## src/rtl/pipe_skid_reg.sv

```systemverilog
// pipe_skid_reg: two-entry skid buffer between pipeline stages.
// The main entry drives out_*; the skid entry catches the single transfer
// that arrives in the cycle downstream stalls, so in_ready can be a flop.
// Optional feature macro: PIPE_SKID_STATS_EN adds stall_cnt / flush_cnt.
//
// Handshake: a transfer happens on a rising edge where valid and ready are
// both 1. A source holding valid=1 keeps its payload stable until it sees
// ready=1. in_ready is registered and never depends on out_ready.
// The FSM state is visible on occ (EMPTY=0, ONE=1, FULL=2).
module pipe_skid_reg #(
  parameter int DATA_W = 32,
  parameter int CTRL_W = 16
) (
  input  logic              clk,
  input  logic              clr,
  input  logic              in_valid,
  output logic              in_ready,
  input  logic [DATA_W-1:0] in_data,
  input  logic [CTRL_W-1:0] in_ctrl,
  input  logic              flush,
  output logic              out_valid,
  input  logic              out_ready,
  output logic [DATA_W-1:0] out_data,
  output logic [CTRL_W-1:0] out_ctrl,
  output logic [1:0]        occ
`ifdef PIPE_SKID_STATS_EN
  ,
  output logic [15:0]       stall_cnt,
  output logic [15:0]       flush_cnt
`endif
);

  localparam logic [1:0] ST_EMPTY = 2'd0;
  localparam logic [1:0] ST_ONE   = 2'd1;
  localparam logic [1:0] ST_FULL  = 2'd2;

  logic [1:0]        state;
  logic [1:0]        state_nxt;
  logic [DATA_W-1:0] main_data;
  logic [CTRL_W-1:0] main_ctrl;
  logic [DATA_W-1:0] skid_data;
  logic [CTRL_W-1:0] skid_ctrl;

  logic accept;
  logic emit;
  logic load_main_in;
  logic load_main_skid;
  logic load_skid;

  assign out_valid = (state != ST_EMPTY);
  assign out_data  = main_data;
  // Bubble gating: downstream sees a NOP whenever nothing is presented.
  assign out_ctrl  = out_valid ? main_ctrl : '0;
  assign occ       = state;

  assign accept = in_valid & in_ready;
  assign emit   = out_valid & out_ready;

  // Payload steering: where (if anywhere) each entry loads from this edge.
  assign load_main_in   = !flush && accept &&
                          ((state == ST_EMPTY) || ((state == ST_ONE) && emit));
  assign load_main_skid = !flush && (state == ST_FULL) && emit;
  assign load_skid      = !flush && accept && (state == ST_ONE) && !emit;

  // Next-state decode; flush wins over accept and emit.
  always_comb begin
    state_nxt = state;
    if (flush) begin
      state_nxt = ST_EMPTY;
    end else begin
      case (state)
        ST_EMPTY: if (accept) state_nxt = ST_ONE;
        ST_ONE: begin
          if (accept && !emit)      state_nxt = ST_FULL;
          else if (!accept && emit) state_nxt = ST_EMPTY;
        end
        ST_FULL:  if (emit) state_nxt = ST_ONE;
        default:  state_nxt = ST_EMPTY;
      endcase
    end
  end

  // State register and registered ready (ready whenever not FULL next cycle).
  always_ff @(posedge clk or posedge clr) begin
    if (clr) begin
      state    <= ST_EMPTY;
      in_ready <= 1'b1;
    end else begin
      state    <= state_nxt;
      in_ready <= (state_nxt != ST_FULL);
    end
  end

  // Entry storage; flush zeroes control so a stale instruction cannot leak.
  always_ff @(posedge clk or posedge clr) begin
    if (clr) begin
      main_data <= '0;
      main_ctrl <= '0;
      skid_data <= '0;
      skid_ctrl <= '0;
    end else if (flush) begin
      main_ctrl <= '0;
      skid_ctrl <= '0;
    end else begin
      if (load_main_in) begin
        main_data <= in_data;
        main_ctrl <= in_ctrl;
      end else if (load_main_skid) begin
        main_data <= skid_data;
        main_ctrl <= skid_ctrl;
      end
      if (load_skid) begin
        skid_data <= in_data;
        skid_ctrl <= in_ctrl;
      end
    end
  end

`ifdef PIPE_SKID_STATS_EN
  // Saturating event counters: downstream stall cycles and effective flushes.
  always_ff @(posedge clk or posedge clr) begin
    if (clr) begin
      stall_cnt <= '0;
      flush_cnt <= '0;
    end else begin
      if (out_valid && !out_ready && (stall_cnt != 16'hFFFF))
        stall_cnt <= stall_cnt + 16'd1;
      if (flush && (state != ST_EMPTY) && (flush_cnt != 16'hFFFF))
        flush_cnt <= flush_cnt + 16'd1;
    end
  end
`endif

endmodule

```

## config.mk

```make
export PLATFORM = sky130hd
export DESIGN_NAME = pipe_skid_reg
export DESIGN_NICKNAME = d
export VERILOG_FILES = /design/src/rtl/pipe_skid_reg.sv
export SDC_FILE = /design/constraint.sdc
export NUM_CORES = 1
export LEC_CHECK = 0
export CORE_MARGIN = 3
export CORE_UTILIZATION = 30
export CTS_CLUSTER_DIAMETER = 50
export DETAILED_ROUTE_END_ITERATION = 7
export SLEW_MARGIN = 25
export SYNTH_ARGS = -nofsm -noshare
export SYNTH_HDL_FRONTEND = slang
export SYNTH_SLANG_ARGS = --single-unit
```

## constraint.sdc

```tcl
create_clock -name clk -period 3.4 [get_ports clk]
set_input_delay 0.34 -clock clk [delete_from_list [all_inputs] [get_ports clk]]
set_output_delay 0.34 -clock clk [all_outputs]
set_load 0.01 [all_outputs]
```

==> flow_summary.json <==
{
  "outcome": "completed",
  "path_clk_slew_ns": 0.07,
  "synthesis.nets": 369,
  "period_needed_ns": 2.54,
  "wirelength_um": 10000,
  "placed_area_sq_um": 5740,
  "crit_chain": "nor2_2, nor2b_1, clkdlybuf4s50_1",
  "wl_per_cell_um": 16.6,
  "hold_viol": 0,
  "ir_drop_v": 0.000302,
  "synth_seq_cells": 99,
  "die_h_um": 128,
  "cts_setup_buffers": 0,
  "vias_per_cell": 4.78,
  "reg2reg_depth": 4,
  "clk_latency_ns": 0.35,
  "antenna_found_initial": 0,
  "die_w_um": 128,
  "io-pin-count": 105,
  "dr.first_iter.drc_count": 161,
  "seq_area_frac_synth_pct": 55.4,
  "rr_endpoint": "out_data[1]$_DFFE_PP0P_",
  "num_rows": 43,
  "place.gp.congestion": 0.687,
  "cts-root-buf": "clkbuf_16",
  "fin_crit_sh_pct": 74.8,
  "yosys_warnings": 0,
  "rsz0062_at_grt": "false",
  "portBuffers": 104,
  "wl_met3_um": 622,
  "grtUsageTotal_pct": 12.7,
  "critPathKind": "reg -> out",
  "cts_sinks": 99,
  "finClkSkew_ns": 0.00727,
  "critical_path.max_fanout": 17,
  "synthCells": 316,
  "maxCapViolations": 0,
  "syn_to_final_growth_pct": 35.7,
  "tightest_slew_ns": 0.778,
  "drt-met1-wl_um": 4550,
  "cts_tree": "yes",
  "top_layer": "met4",
  "overflow": 0,
  "critPathArrivalTime_ns": 2.20,
  "start_util_pct": 31.5,
  "grt_pass1_vias": 3095,
  "grt_max_degree": 63,
  "crit_family": "simple AND/OR/NAND/NOR gates",
  "power_leakage_nw": 2.72,
  "synth_area_sq_um": 4470,
  "antennaDiodeCount": 0,
  "drc": 0,
  "grt_pass1_wl_um": 16400,
  "synth_area_leaders": "dfrtp_1, mux2_2, mux2i_1",
  "setup_viol": 0,
  "num_vias": 2880,
  "reg2reg_from": "in_ready$_DFF_PP1_",
  "slowest_delay_ns": 0.65,
  "cp.depth": 3,
  "r2r_slack_ns": 1.10,
  "coreArea_sq_um": 14200,
  "ant_nets": 0,
  "numCtsBuffers": 9,
  "utilization_pct": 42.7,
  "worstSetupStartpointType": "flop",
  "postCtsHoldBufs": 0,
  "worst-path-buf-inv": 1,
  "dieArea_sq_um": 16400,
  "clock.fmax_ghz": 0.393,
  "wl_met2_um": 4680,
  "cpMaxStageDelayCell": "nor2_2",
  "netlist.area_leader.share_pct": 54.8,
  "tns_ns": 0,
  "holdCritPathClass": "in -> async",
  "ys_types": 26,
  "place_hpwl_um": 6540,
  "ctsResizeCount": 0,
  "h-tree-depth": 3,
  "nNetsFinal": 471,
  "slew_headroom_pct": 48.1,
  "p_per_area_nw_per_um2": 624,
  "report.final.slew_viol_count": 0,
  "crit_required_ns": 3.06,
  "clk_path_buf_depth": 2,
  "dr.pass1.iters": 4,
  "syn_avg_cell_area_sq_um": 14.2,
  "yosys.area.top_type": "dfrtp_1",
  "final_cell_area_sq_um": 6070,
  "worst_setup_path_end_kind": "primary output",
  "layout-drive-gt1-share_pct": 29.4
}
cell usage in the layout (no fill, tap or decap), types with 2 or more instances in the layout:
cell / count
clkdlybuf4s50_1: 104
dfrtp_1: 98
mux2_2: 93
mux2i_1: 33
nand2b_1: 17
a22o_1: 16
nor2b_1: 16
clkbuf_16: 9
buf_4: 5
mux2_4: 3
bufinv_16: 3
nand2_1: 2
nor2_1: 2
inv_1: 2
buf_12: 2
power breakdown:
| part | leakage (nW) | internal (mW) | total (mW) | switching [mW] |
|---|---|---|---|---|
| sequential | 1.27 | 1.47 | 1.62 | 0.150 |
| combinational | 1.30 | 0.669 | 1.02 | 0.352 |
| clock | 0.159 | 0.714 | 1.15 | 0.433 |
flip-flops by register name (all words and copies together), names as in the netlist:
name / flops
skid_ctrl: 16
in_ready: 1
out_data: 32
main_ctrl: 16
occ: 2
skid_data: 32
metal layers:
metal / vias to the layer above / track usage, %
li1: 1327 / -
met1: 1462 / 16.8
met2: 78 / 19.9
met3: 13 / 3.33
met4: 0 / 4.74
met5: - / 0
logic make-up after synthesis:
group,after synthesis,share of synthesized area [%]
multiplexers,129,31.8
flip-flops,99,55.4
AND/OR/NAND/NOR,44,6.29
AO/OA/AOI/OAI,21,3.97
buffers and inverters,23,2.52
worst max path at each step:
stage                           startpoint                  endpoint  slack (ns)
after floorplan                        clr  main_ctrl[0]$_DFFE_PP0P_        0.47
after global placement           out_ready   out_data[2]$_DFFE_PP0P_        0.76
after detailed placement         out_ready   out_data[2]$_DFFE_PP0P_        0.73
after CTS                 occ[1]$_DFF_PP0_              out_ctrl[11]        0.82
after global routing      occ[1]$_DFF_PP0_              out_ctrl[11]        0.72
final                     occ[1]$_DFF_PP0_              out_ctrl[11]        0.86
layout make-up:
cell class	count	area [sq um]
clock inverter	5	103
multi-input combinational	194	1900
tap	180	225
timing repair buffer	111	1120
inverter	3	13.8
clock buffer	10	229
sequential	99	2480
fill	1347	8130
synth_stat cells:
library cell / number
a211o_1: 1
a21oi_1: 1
a22o_1: 16
and3b_1: 1
buf_1: 3
buf_2: 9
buf_6: 2
clkbuf_1: 6
dfrtp_1: 98
dfstp_2: 1
inv_1: 3
mux2_2: 93
mux2_4: 3
mux2i_1: 33
nand2_1: 2
nand2b_1: 17
nand4b_1: 1
nor2_1: 3
nor2b_1: 16
nor2b_4: 1
nor3_1: 1
nor4b_1: 1
o21a_1: 1
o21bai_1: 1
o22a_1: 1
or4_4: 1
per-stage QoR:
stage / hold WS (ns) / setup WS (ns) / instances / total power, mW
2_1_floorplan: 0.461 / 0.471 / 316 / 2.15
3_3_place_gp: 0.483 / 0.755 / 587 / 2.64
4_1_cts: 0.387 / 0.816 / 602 / 3.85
3_5_place_dp: 0.492 / 0.732 / 587 / 2.68
6_report: 0.367 / 0.858 / 602 / 3.79
5_1_grt: 0.415 / 0.720 / 602 / 3.98
Note: power is estimated with default switching activity, not from simulation.
